### config.mk
export PLATFORM = sky130hd
export DESIGN_NAME = control_unit_fsm
export DESIGN_NICKNAME = d
export VERILOG_FILES = /design/src/rtl/control_unit_fsm.sv
export SDC_FILE = /design/constraint.sdc
export NUM_CORES = 1
export LEC_CHECK = 0
export BUFFER_PORTS_ARGS = -buffer_cell sky130_fd_sc_hd__buf_2
export CAP_MARGIN = 30
export CORE_MARGIN = 1.5
export CORE_UTILIZATION = 30
export CTS_CLUSTER_DIAMETER = 100
export DETAILED_ROUTE_END_ITERATION = 16
export GPL_TIMING_DRIVEN = 0
export PLACE_DENSITY_LB_ADDON = 0.1
export SYNTH_ARGS = -nofsm -noshare
export SYNTH_HDL_FRONTEND = slang
export SYNTH_SLANG_ARGS = --single-unit
### constraint.sdc
create_clock -name Clock -period 2.6 [get_ports Clock]
set_input_delay 0.13 -clock Clock [delete_from_list [all_inputs] [get_ports Clock]]
set_output_delay 0.13 -clock Clock [all_outputs]
set_load 0.005 [all_outputs]
### src/rtl/control_unit_fsm.sv
// Hardwired Moore control sequencer for the 32-bit datapath. Every strobe is a
// pure decode of the registered step plus the IR opcode and BranchMet, so
// fetch and execute run straight from IR with no external stepping.
module control_unit_fsm #(
  parameter int unsigned    OPW    = 5,
  parameter logic [OPW-1:0] ADD_OP = 5'b00011
) (
  input  logic           Clock,
  input  logic           Clear,
  input  logic [31:0]    IR,
  input  logic           BranchMet,
  input  logic           Stop,
  output logic [OPW-1:0] ALUop,
  output logic           PCout,
  output logic           Zhiout,
  output logic           Zlowout,
  output logic           MDRout,
  output logic           HIout,
  output logic           LOout,
  output logic           InPortout,
  output logic           Cout,
  output logic           BAout,
  output logic           Rout,
  output logic           Gra,
  output logic           Grb,
  output logic           Grc,
  output logic           Rin,
  output logic           MARin,
  output logic           MDRin,
  output logic           PCin,
  output logic           IRin,
  output logic           Yin,
  output logic           Zin,
  output logic           HIin,
  output logic           LOin,
  output logic           OutPortin,
  output logic           CONin,
  output logic           IncPC,
  output logic           Read,
  output logic           Write,
  output logic           Run
);

  typedef enum logic [3:0] {
    StRst, StT0, StT1, StT2, StT3, StT4, StT5, StT6, StT7, StHalt
  } state_e;

  // Instruction families that share one control sequence.
  typedef enum logic [3:0] {
    ClsNop, ClsAlu, ClsImm, ClsNeg, ClsMul, ClsLd, ClsLdi, ClsSt,
    ClsBr, ClsJr, ClsIn, ClsOut, ClsMfhi, ClsMflo, ClsHalt
  } cls_e;

  state_e         state_q, state_d;
  state_e         last_st, done_st;
  cls_e           cls;
  logic [OPW-1:0] op;
  logic           unused_ir;

  assign op        = IR[31 -: OPW];
  assign unused_ir = ^IR[31-OPW:0];

  // Classify the opcode; anything unlisted behaves as nop.
  always_comb begin
    cls = ClsNop;
    if (op >= OPW'(5'b00011) && op <= OPW'(5'b01010))      cls = ClsAlu;
    else if (op >= OPW'(5'b01011) && op <= OPW'(5'b01101)) cls = ClsImm;
    else if (op == OPW'(5'b01110) || op == OPW'(5'b01111)) cls = ClsMul;
    else if (op == OPW'(5'b10000) || op == OPW'(5'b10001)) cls = ClsNeg;
    else if (op == OPW'(5'b00000)) cls = ClsLd;
    else if (op == OPW'(5'b00001)) cls = ClsLdi;
    else if (op == OPW'(5'b00010)) cls = ClsSt;
    else if (op == OPW'(5'b10010)) cls = ClsBr;
    else if (op == OPW'(5'b10011)) cls = ClsJr;
    else if (op == OPW'(5'b10101)) cls = ClsIn;
    else if (op == OPW'(5'b10110)) cls = ClsOut;
    else if (op == OPW'(5'b10111)) cls = ClsMfhi;
    else if (op == OPW'(5'b11000)) cls = ClsMflo;
    else if (op == OPW'(5'b11010)) cls = ClsHalt;
  end

  // Final execute step of each family and where the sequencer goes after it.
  always_comb begin
    last_st = StT3;
    case (cls)
      ClsNeg:                 last_st = StT4;
      ClsAlu, ClsImm, ClsLdi: last_st = StT5;
      ClsMul, ClsBr:          last_st = StT6;
      ClsLd, ClsSt:           last_st = StT7;
      default:                last_st = StT3;
    endcase
    done_st = (cls == ClsHalt || Stop) ? StHalt : StT0;
  end

  // Next-state sequencing: fetch T0-T2, then execute until the family's last step.
  always_comb begin
    state_d = state_q;
    unique case (state_q)
      StRst:   state_d = StT0;
      StT0:    state_d = StT1;
      StT1:    state_d = StT2;
      StT2:    state_d = StT3;
      StT3:    state_d = (last_st == StT3) ? done_st : StT4;
      StT4:    state_d = (last_st == StT4) ? done_st : StT5;
      StT5:    state_d = (last_st == StT5) ? done_st : StT6;
      StT6:    state_d = (last_st == StT6) ? done_st : StT7;
      StT7:    state_d = done_st;
      StHalt:  state_d = StHalt;
      default: state_d = StRst;
    endcase
  end

  // State register with synchronous active-low clear.
  always_ff @(posedge Clock) begin
    if (!Clear) state_q <= StRst;
    else        state_q <= state_d;
  end

  // Moore output decode; everything idles low with the ALU parked on add.
  always_comb begin
    ALUop     = ADD_OP;
    PCout     = 1'b0;
    Zhiout    = 1'b0;
    Zlowout   = 1'b0;
    MDRout    = 1'b0;
    HIout     = 1'b0;
    LOout     = 1'b0;
    InPortout = 1'b0;
    Cout      = 1'b0;
    BAout     = 1'b0;
    Rout      = 1'b0;
    Gra       = 1'b0;
    Grb       = 1'b0;
    Grc       = 1'b0;
    Rin       = 1'b0;
    MARin     = 1'b0;
    MDRin     = 1'b0;
    PCin      = 1'b0;
    IRin      = 1'b0;
    Yin       = 1'b0;
    Zin       = 1'b0;
    HIin      = 1'b0;
    LOin      = 1'b0;
    OutPortin = 1'b0;
    CONin     = 1'b0;
    IncPC     = 1'b0;
    Read      = 1'b0;
    Write     = 1'b0;
    Run       = 1'b0;
    unique case (state_q)
      StRst, StHalt: ;
      StT0: begin
        Run = 1'b1; PCout = 1'b1; MARin = 1'b1; IncPC = 1'b1; Zin = 1'b1;
      end
      StT1: begin
        Run = 1'b1; Zlowout = 1'b1; PCin = 1'b1; Read = 1'b1; MDRin = 1'b1;
      end
      StT2: begin
        Run = 1'b1; MDRout = 1'b1; IRin = 1'b1;
      end
      StT3: begin
        Run = 1'b1;
        case (cls)
          ClsAlu, ClsImm:      begin Grb = 1'b1; Rout = 1'b1; Yin = 1'b1; end
          ClsNeg:              begin Grb = 1'b1; Rout = 1'b1; Zin = 1'b1; ALUop = op; end
          ClsMul:              begin Gra = 1'b1; Rout = 1'b1; Yin = 1'b1; end
          ClsLd, ClsLdi, ClsSt: begin Grb = 1'b1; BAout = 1'b1; Yin = 1'b1; end
          ClsBr:               begin Gra = 1'b1; Rout = 1'b1; CONin = 1'b1; end
          ClsJr:               begin Gra = 1'b1; Rout = 1'b1; PCin = 1'b1; end
          ClsIn:               begin InPortout = 1'b1; Gra = 1'b1; Rin = 1'b1; end
          ClsOut:              begin Gra = 1'b1; Rout = 1'b1; OutPortin = 1'b1; end
          ClsMfhi:             begin HIout = 1'b1; Gra = 1'b1; Rin = 1'b1; end
          ClsMflo:             begin LOout = 1'b1; Gra = 1'b1; Rin = 1'b1; end
          default: ;
        endcase
      end
      StT4: begin
        Run = 1'b1;
        case (cls)
          ClsAlu:               begin Grc = 1'b1; Rout = 1'b1; Zin = 1'b1; ALUop = op; end
          ClsImm:               begin Cout = 1'b1; Zin = 1'b1; ALUop = op; end
          ClsNeg:               begin Zlowout = 1'b1; Gra = 1'b1; Rin = 1'b1; end
          ClsMul:               begin Grb = 1'b1; Rout = 1'b1; Zin = 1'b1; ALUop = op; end
          ClsLd, ClsLdi, ClsSt: begin Cout = 1'b1; Zin = 1'b1; end
          ClsBr:                begin PCout = 1'b1; Yin = 1'b1; end
          default: ;
        endcase
      end
      StT5: begin
        Run = 1'b1;
        case (cls)
          ClsAlu, ClsImm, ClsLdi: begin Zlowout = 1'b1; Gra = 1'b1; Rin = 1'b1; end
          ClsMul:                 begin Zlowout = 1'b1; LOin = 1'b1; end
          ClsLd, ClsSt:           begin Zlowout = 1'b1; MARin = 1'b1; end
          ClsBr:                  begin Cout = 1'b1; Zin = 1'b1; end
          default: ;
        endcase
      end
      StT6: begin
        Run = 1'b1;
        case (cls)
          ClsMul: begin Zhiout = 1'b1; HIin = 1'b1; end
          ClsLd:  begin Read = 1'b1; MDRin = 1'b1; end
          ClsSt:  begin Gra = 1'b1; Rout = 1'b1; MDRin = 1'b1; end
          // Branch target only lands in PC when the condition held.
          ClsBr:  begin Zlowout = BranchMet; PCin = BranchMet; end
          default: ;
        endcase
      end
      StT7: begin
        Run = 1'b1;
        case (cls)
          ClsLd:   begin MDRout = 1'b1; Gra = 1'b1; Rin = 1'b1; end
          ClsSt:   Write = 1'b1;
          default: ;
        endcase
      end
      default: ;
    endcase
  end

endmodule
**After elaboration in Yosys (flattened, before gate mapping)**

Memories as Yosys holds them, arrays and structs flattened.
Index checks and enable logic that the tools add are counted.

- Bits in registers: 4
- ROM bits: 64
- Input port bits: 36
- Output and inout bits: 33
- Logic and storage cells: 137
- Memories: 1

Memories:

| name | words | bits a word | rd ports | clocked after Yosys merged registers in | write ports | RTL line | RTL |
|---|---|---|---|---|---|---|---|
| (name not given) | 16 | 4 | 1 | 0 | 0 | 85 | `case (cls)` |

- Order comparisons: 4
- Equality and inequality tests: 40
- Multiplexer cells: 72
- Reduce and logical (&&, ||, !) cells: 19

Operator list:

| operator | number |
|---|---|
| two-way mux 4 bit | 19 |
| equality test 4 x 3 -> 1 bit, second input constant | 12 |
| equality test 5 bit, second input constant | 9 |
| case mux 4 bit (10 select lines) | 1 |
| equality test 4 bit, second input constant | 9 |
| two-way mux 1 bit | 35 |
| equality test 4 x 2 -> 1 bit, second input constant | 4 |
| case mux 1 bit (2 select lines) | 8 |
| OR reduction 7 bit | 2 |
| case mux 1 bit (4 select lines) | 3 |
| OR reduction 3 bit | 4 |
| OR reduction 6 bit | 2 |
| equality test 5 x 4 -> 1 bit, second input constant | 2 |
| <= comparator 5 x 4 -> 1 bit, second input constant | 2 |
| two-way mux 5 bit | 2 |
| case mux 5 bit (2 select lines) | 1 |
| equality test 4 x 1 -> 1 bit, second input constant | 2 |
| OR reduction 8 bit | 1 |
| case mux 1 bit (3 select lines) | 2 |
| equality test 5 x 1 -> 1 bit, second input constant | 1 |
| equality test 5 x 2 -> 1 bit, second input constant | 1 |
| greater-or-equal comparator 5 x 2 -> 1 bit, second input constant | 1 |
| greater-or-equal comparator 5 x 4 -> 1 bit, second input constant | 1 |
| zero test 5 bit | 1 |
| 6 further kinds | 10 |

**Longest topological paths before layout**

- Word-level depth: 20
- Depth in mapped cells: 15
- Gate-level depth less buffers: 14

**Worst setup path before layout**

OpenSTA, ideal clock, no wires.

- Path kind: in2reg
- Start: input port IR[30]
- End: register state_q[0]
- Setup time: 120 ps
- Data arrival time: 2392 ps
- Setup slack: 88 ps
- Stages: 15
- Path buffers: 2
- Cell sequence: buf_6 > buf_6 > or3_4 > nand2_1 > nand2_1 > a21oi_1 > a211oi_1 > ha_1 > a21boi_0 > o21ai_0 > nand2_1 > o21ai_2 > mux2i_1 > a311oi_1 > nor2_1

- Word-level cells in the longest chain between the ends: 19
- Elaborated cells on any way between the ends: 46

Ends and longest elaborated chain:

| what | RTL line | RTL |
|---|---|---|
| from (decl) | 10 | `input logic [31:0] IR,` |
| equality test 5 bit | 79 | `else if (op == OPW'(5'b11010)) cls = ClsHalt;` |
| two-way mux 4 bit | 79 |  |
| two-way mux 4 bit | 78 | `else if (op == OPW'(5'b11000)) cls = ClsMflo;` |
| two-way mux 4 bit | 77 | `else if (op == OPW'(5'b10111)) cls = ClsMfhi;` |
| two-way mux 4 bit | 76 | `else if (op == OPW'(5'b10110)) cls = ClsOut;` |
| two-way mux 4 bit | 75 | `else if (op == OPW'(5'b10101)) cls = ClsIn;` |
| two-way mux 4 bit | 74 | `else if (op == OPW'(5'b10011)) cls = ClsJr;` |
| two-way mux 4 bit | 73 | `else if (op == OPW'(5'b10010)) cls = ClsBr;` |
| (+3 left out) | -- |  |
| two-way mux 4 bit | 69 | `else if (op == OPW'(5'b10000) \|\| op == OPW'(5'b10001)) cls = ClsNeg;` |
| two-way mux 4 bit | 68 | `else if (op == OPW'(5'b01110) \|\| op == OPW'(5'b01111)) cls = ClsMul;` |
| two-way mux 4 bit | 67 | `else if (op >= OPW'(5'b01011) && op <= OPW'(5'b01101)) cls = ClsImm;` |
| two-way mux 4 bit (*) | 66 | `if (op >= OPW'(5'b00011) && op <= OPW'(5'b01010)) cls = ClsAlu;` |
| memory read (16 x 4 bit) (*) | -- |  |
| equality test 4 x 3 -> 1 bit (on tied branches) | -- |  |
| two-way mux 4 bit (on tied branches) | -- |  |
| case mux 4 bit (10 select lines) (*) | 98 | `unique case (state_q)` |
| to (signal assigned) | 115 | `if (!Clear) state_q <= StRst;` |
| to (signal assigned) | 116 | `else state_q <= state_d;` |
| to (decl) | 54 | `state_e state_q, state_d;` |

Every way passes the cells marked *; elsewhere a longest branch is shown, timed or not.
A chain may end at the register's enable or synchronous reset.

**Worst setup path after layout**

- Start: input port IR[27]
- End: output port Gra

- Word-level cells in the longest chain between the ends: 19
- Elaborated cells on any way between the ends: 57

Ends and longest elaborated chain:

| what | RTL line | RTL |
|---|---|---|
| equality test 5 bit | 79 |  |
| two-way mux 4 bit | 79 |  |
| two-way mux 4 bit | 78 |  |
| two-way mux 4 bit | 77 |  |
| two-way mux 4 bit | 76 |  |
| two-way mux 4 bit | 75 |  |
| two-way mux 4 bit | 74 |  |
| two-way mux 4 bit | 73 |  |
| (+3 left out) | -- |  |
| two-way mux 4 bit | 69 |  |
| two-way mux 4 bit | 68 |  |
| two-way mux 4 bit | 67 |  |
| two-way mux 4 bit (*) | 66 |  |
| equality test 4 x 3 -> 1 bit, or another cell as far along | 163 | `case (cls)` |
| OR reduction 7 bit (no source line) or OR reduction 3 bit (tied branches) | -- |  |
| two-way mux 1 bit (on tied branches) | 163, 191 |  |
| case mux 1 bit (5 select lines) (*) | 150 | `unique case (state_q)` |
| to (decl) | 24 | `output logic Gra,` |

Marks and branches as above.

==> impl_metrics.toml <==
[critical_path]
reg2reg_to = "state_q[2]"
r2r_cells = 8
r2r-start = "state_q[2]"
r2r_setup_slack_ns = 0.74
end_kind = "primary output"
arrival_ns = 2.45
path_class = "input pin to primary output"
worstPathRequired_ns = 2.47
crit_path_start = "IR[27]"
crit_fanout = 5
start_kind = "input pin"

[timing]
worst_pin_slew_ns = 0.4850
period_minus_slack_ns = 2.581
final-setup-viol-count = 0
final.setup.tns_ns = 0
max_freq_mhz = 387.5
finalClockSkew_ns = 0.0001850
finalHoldViolCount = 0
rsz0062_at_grt = "yes"
period_share = 0.9925
hold_slack_ns = 0.2059
final_max_slew_viol_count = 0
worst_slack_ns = 0.01948
relSlewSlack = 0.6767

[yosys]
syn-instance-count = 189
synth_area_um2 = 1262
synth_most_common_cell = "nor2_1"
synth-async-reset-ratio = 0
synth.distinct_cells = 62
ys_seq_elements = 4
synth_commonest_cells = "nor2_1, nand2_1, o21ai_0, a21oi_1, nor2b_1"
syn_nets = 229
synth_seq_area_share = 0.06343
synth_edf_count = 0
syn_area_per_cell_um2 = 6.680
synthFlopType = "dfxtp_1"
ys_warn_count = 0
synthTopCellsByArea = "dfxtp_1, nor2_1, o21ai_0"
synth.top_cell.area_share = 0.06343
synth_area_leader_cell = "dfxtp_1"

[clocking]
h-tree-depth = 1
root_buffer = "clkbuf_8"
clockBufferDepth = 2
cts_buffers = 3
cts_sinks = 4
clk_latency_ns = 0.22
cts_tree = "done"
clkTransAtPathRegs_ns = 0.03

[power]
max-vdd-ir-drop_v = 0.0001642
swShare = 0.4180
netSwitchingPower_uw = 244.1
p_leak_nw = 0.8642
p_int_uw = 339.9
p_per_area_nw_per_um2 = 309.2
pwr-share-clk = 0.232
p_comb_frac = 0.646
pwr-share-seq = 0.122

[detailed_routing]
viasPerCell = 5.395
first_pass_iters = 4
drcViolationCount = 0
routedWlPerCell_um = 14.51
totalWireLength_mm = 4.337
ant_nets = 0
vias = 1613
drt_first_iter_violations = 171

[global_route]
antenna_found_initial = 0
grt_max_degree = 19
grt_pass1_vias = 1452
grt_pass1_wl_mm = 6.934
grt-ovfl-total = 0
groute.usage.overall = 0.1916

[final_layout]
drive_gt1_frac = 0.4498
fin_nets = 291
num-fill-cells = 412
stdcell_count = 299
multiInputGateArea_um2 = 1204
diodes = 0
largest_reg_flops = 4
syn2layout_area_growth_pct = 49.65
regArea_um2 = 80.08
regMostFlops = "state_q"
largestRegisters = "state_q: 4 flops"

[worst_hold_path]
hold_class = "input pin to register"
hp-start = "Clear"
worstHoldEndpoint = "state_q[1]"
hold_depth = 2

[place]
hpwl_mm = 3.019
gp_congestion = 0.7396
portBuffers = 39
place_ws_ns = -0.4267
dpl.cell_count = 278

[floorplan]
dieWidth_um = 67.87
die_area_um2 = 4606
std_cell_rows = 23
core_region_area_um2 = 4029
start_util = 0.3134
pin_count = 69
die_h_um = 67.87

[status]
outcome = "finished, final reports clean"

[flow_run]
drv_cap = 0
[how the worst max path moves through the flow]
stage	cells past startpoint	slack, ns	to
finish	16	0.02	Gra
global route	16	-0.07	Zin
CTS	15	0.003	ALUop[1]
detailed placement	15	-0.43	Zin
global placement	15	-0.36	Zin
floorplan	15	0.09	state_q[0]
[cells in the final DEF (no fill, tap or decap), types with 7 or more instances in the layout]
master,n
a21oi_1,10
and3_1,7
nor2_1,19
nand2_2,7
buf_2,40
o21ai_1,7
nor2b_1,8
buf_4,19
nand2_1,13
nand3_1,7
o21ai_0,8
[critical path: stages]
cell and delay, ns:
buf_12 0.10, buf_8 0.12, nor2b_4 0.12, o21ai_2 0.14, nand2_2 0.06, nand2_2 0.09
a21oi_4 0.07, a211oi_4 0.32, inv_2 0.11, ha_4 0.19, or2_4 0.25, buf_6 0.12
nand2_2 0.05, a21oi_1 0.06, or3_1 0.38, buf_2 0.14
[power groups by stage]
stage | Sequential, mW | Combinational [mW] | Clock (mW)
after floorplan | 0.0713 | 0.217 | 0
after global placement | 0.0725 | 0.294 | 0
after detailed placement | 0.0723 | 0.293 | 0
after CTS | 0.0714 | 0.339 | 0.139
after global routing | 0.0724 | 0.419 | 0.142
final | 0.0713 | 0.377 | 0.136
[layout make-up]
cell class,instances,area share
multi-input cells,163,0.6371
repair buffers,59,0.1980
plain buffers,13,0.05364
flip-flops and latches,4,0.04238
well taps,50,0.03311
clock buffers,3,0.02185
inverters,7,0.01391
[cells by family after synthesis]
kind of cell,Yosys count,share of synthesized area
adders and majority gates,4,0.03964
xor gates and xnor gates,3,0.02082
and+or+nand+nor,91,0.3905
AOI/OAI and AO/OA,63,0.3697
DFF,4,0.06343
muxes,2,0.01586
buffers and inverters,22,0.1001
[stage by stage]
step / area [um2] / power (mW) / utilization
final: 1889 / 0.5841 / 0.4689
after global routing: 1889 / 0.6342 / 0.4689
after CTS: 1753 / 0.5493 / 0.4351
after detailed placement: 1520 / 0.3648 / 0.3773
after global placement: 1520 / 0.3663 / 0.3773
after floorplan: 1262 / 0.2885 / -
[metal layers]
metal / vias to the layer above / GRT usage / share of wire
li1: 803 / - / -
met1: 750 / 0.2825 / 0.49
met2: 51 / 0.3051 / 0.45
met3: 9 / 0.02138 / 0.047
met4: 0 / 0.02750 / 0.014
met5: - / 0 / 0
[what timing repair did]
action,CTS,global route
pin swaps,11,14
gates resized for setup,29,25
endpoints found under the hold margin,0,0
endpoints found under the setup margin,18,18
hold buffers,0,0
buffers inserted,10,9
gates cloned,1,0
Power figures use the tool's default switching activity.
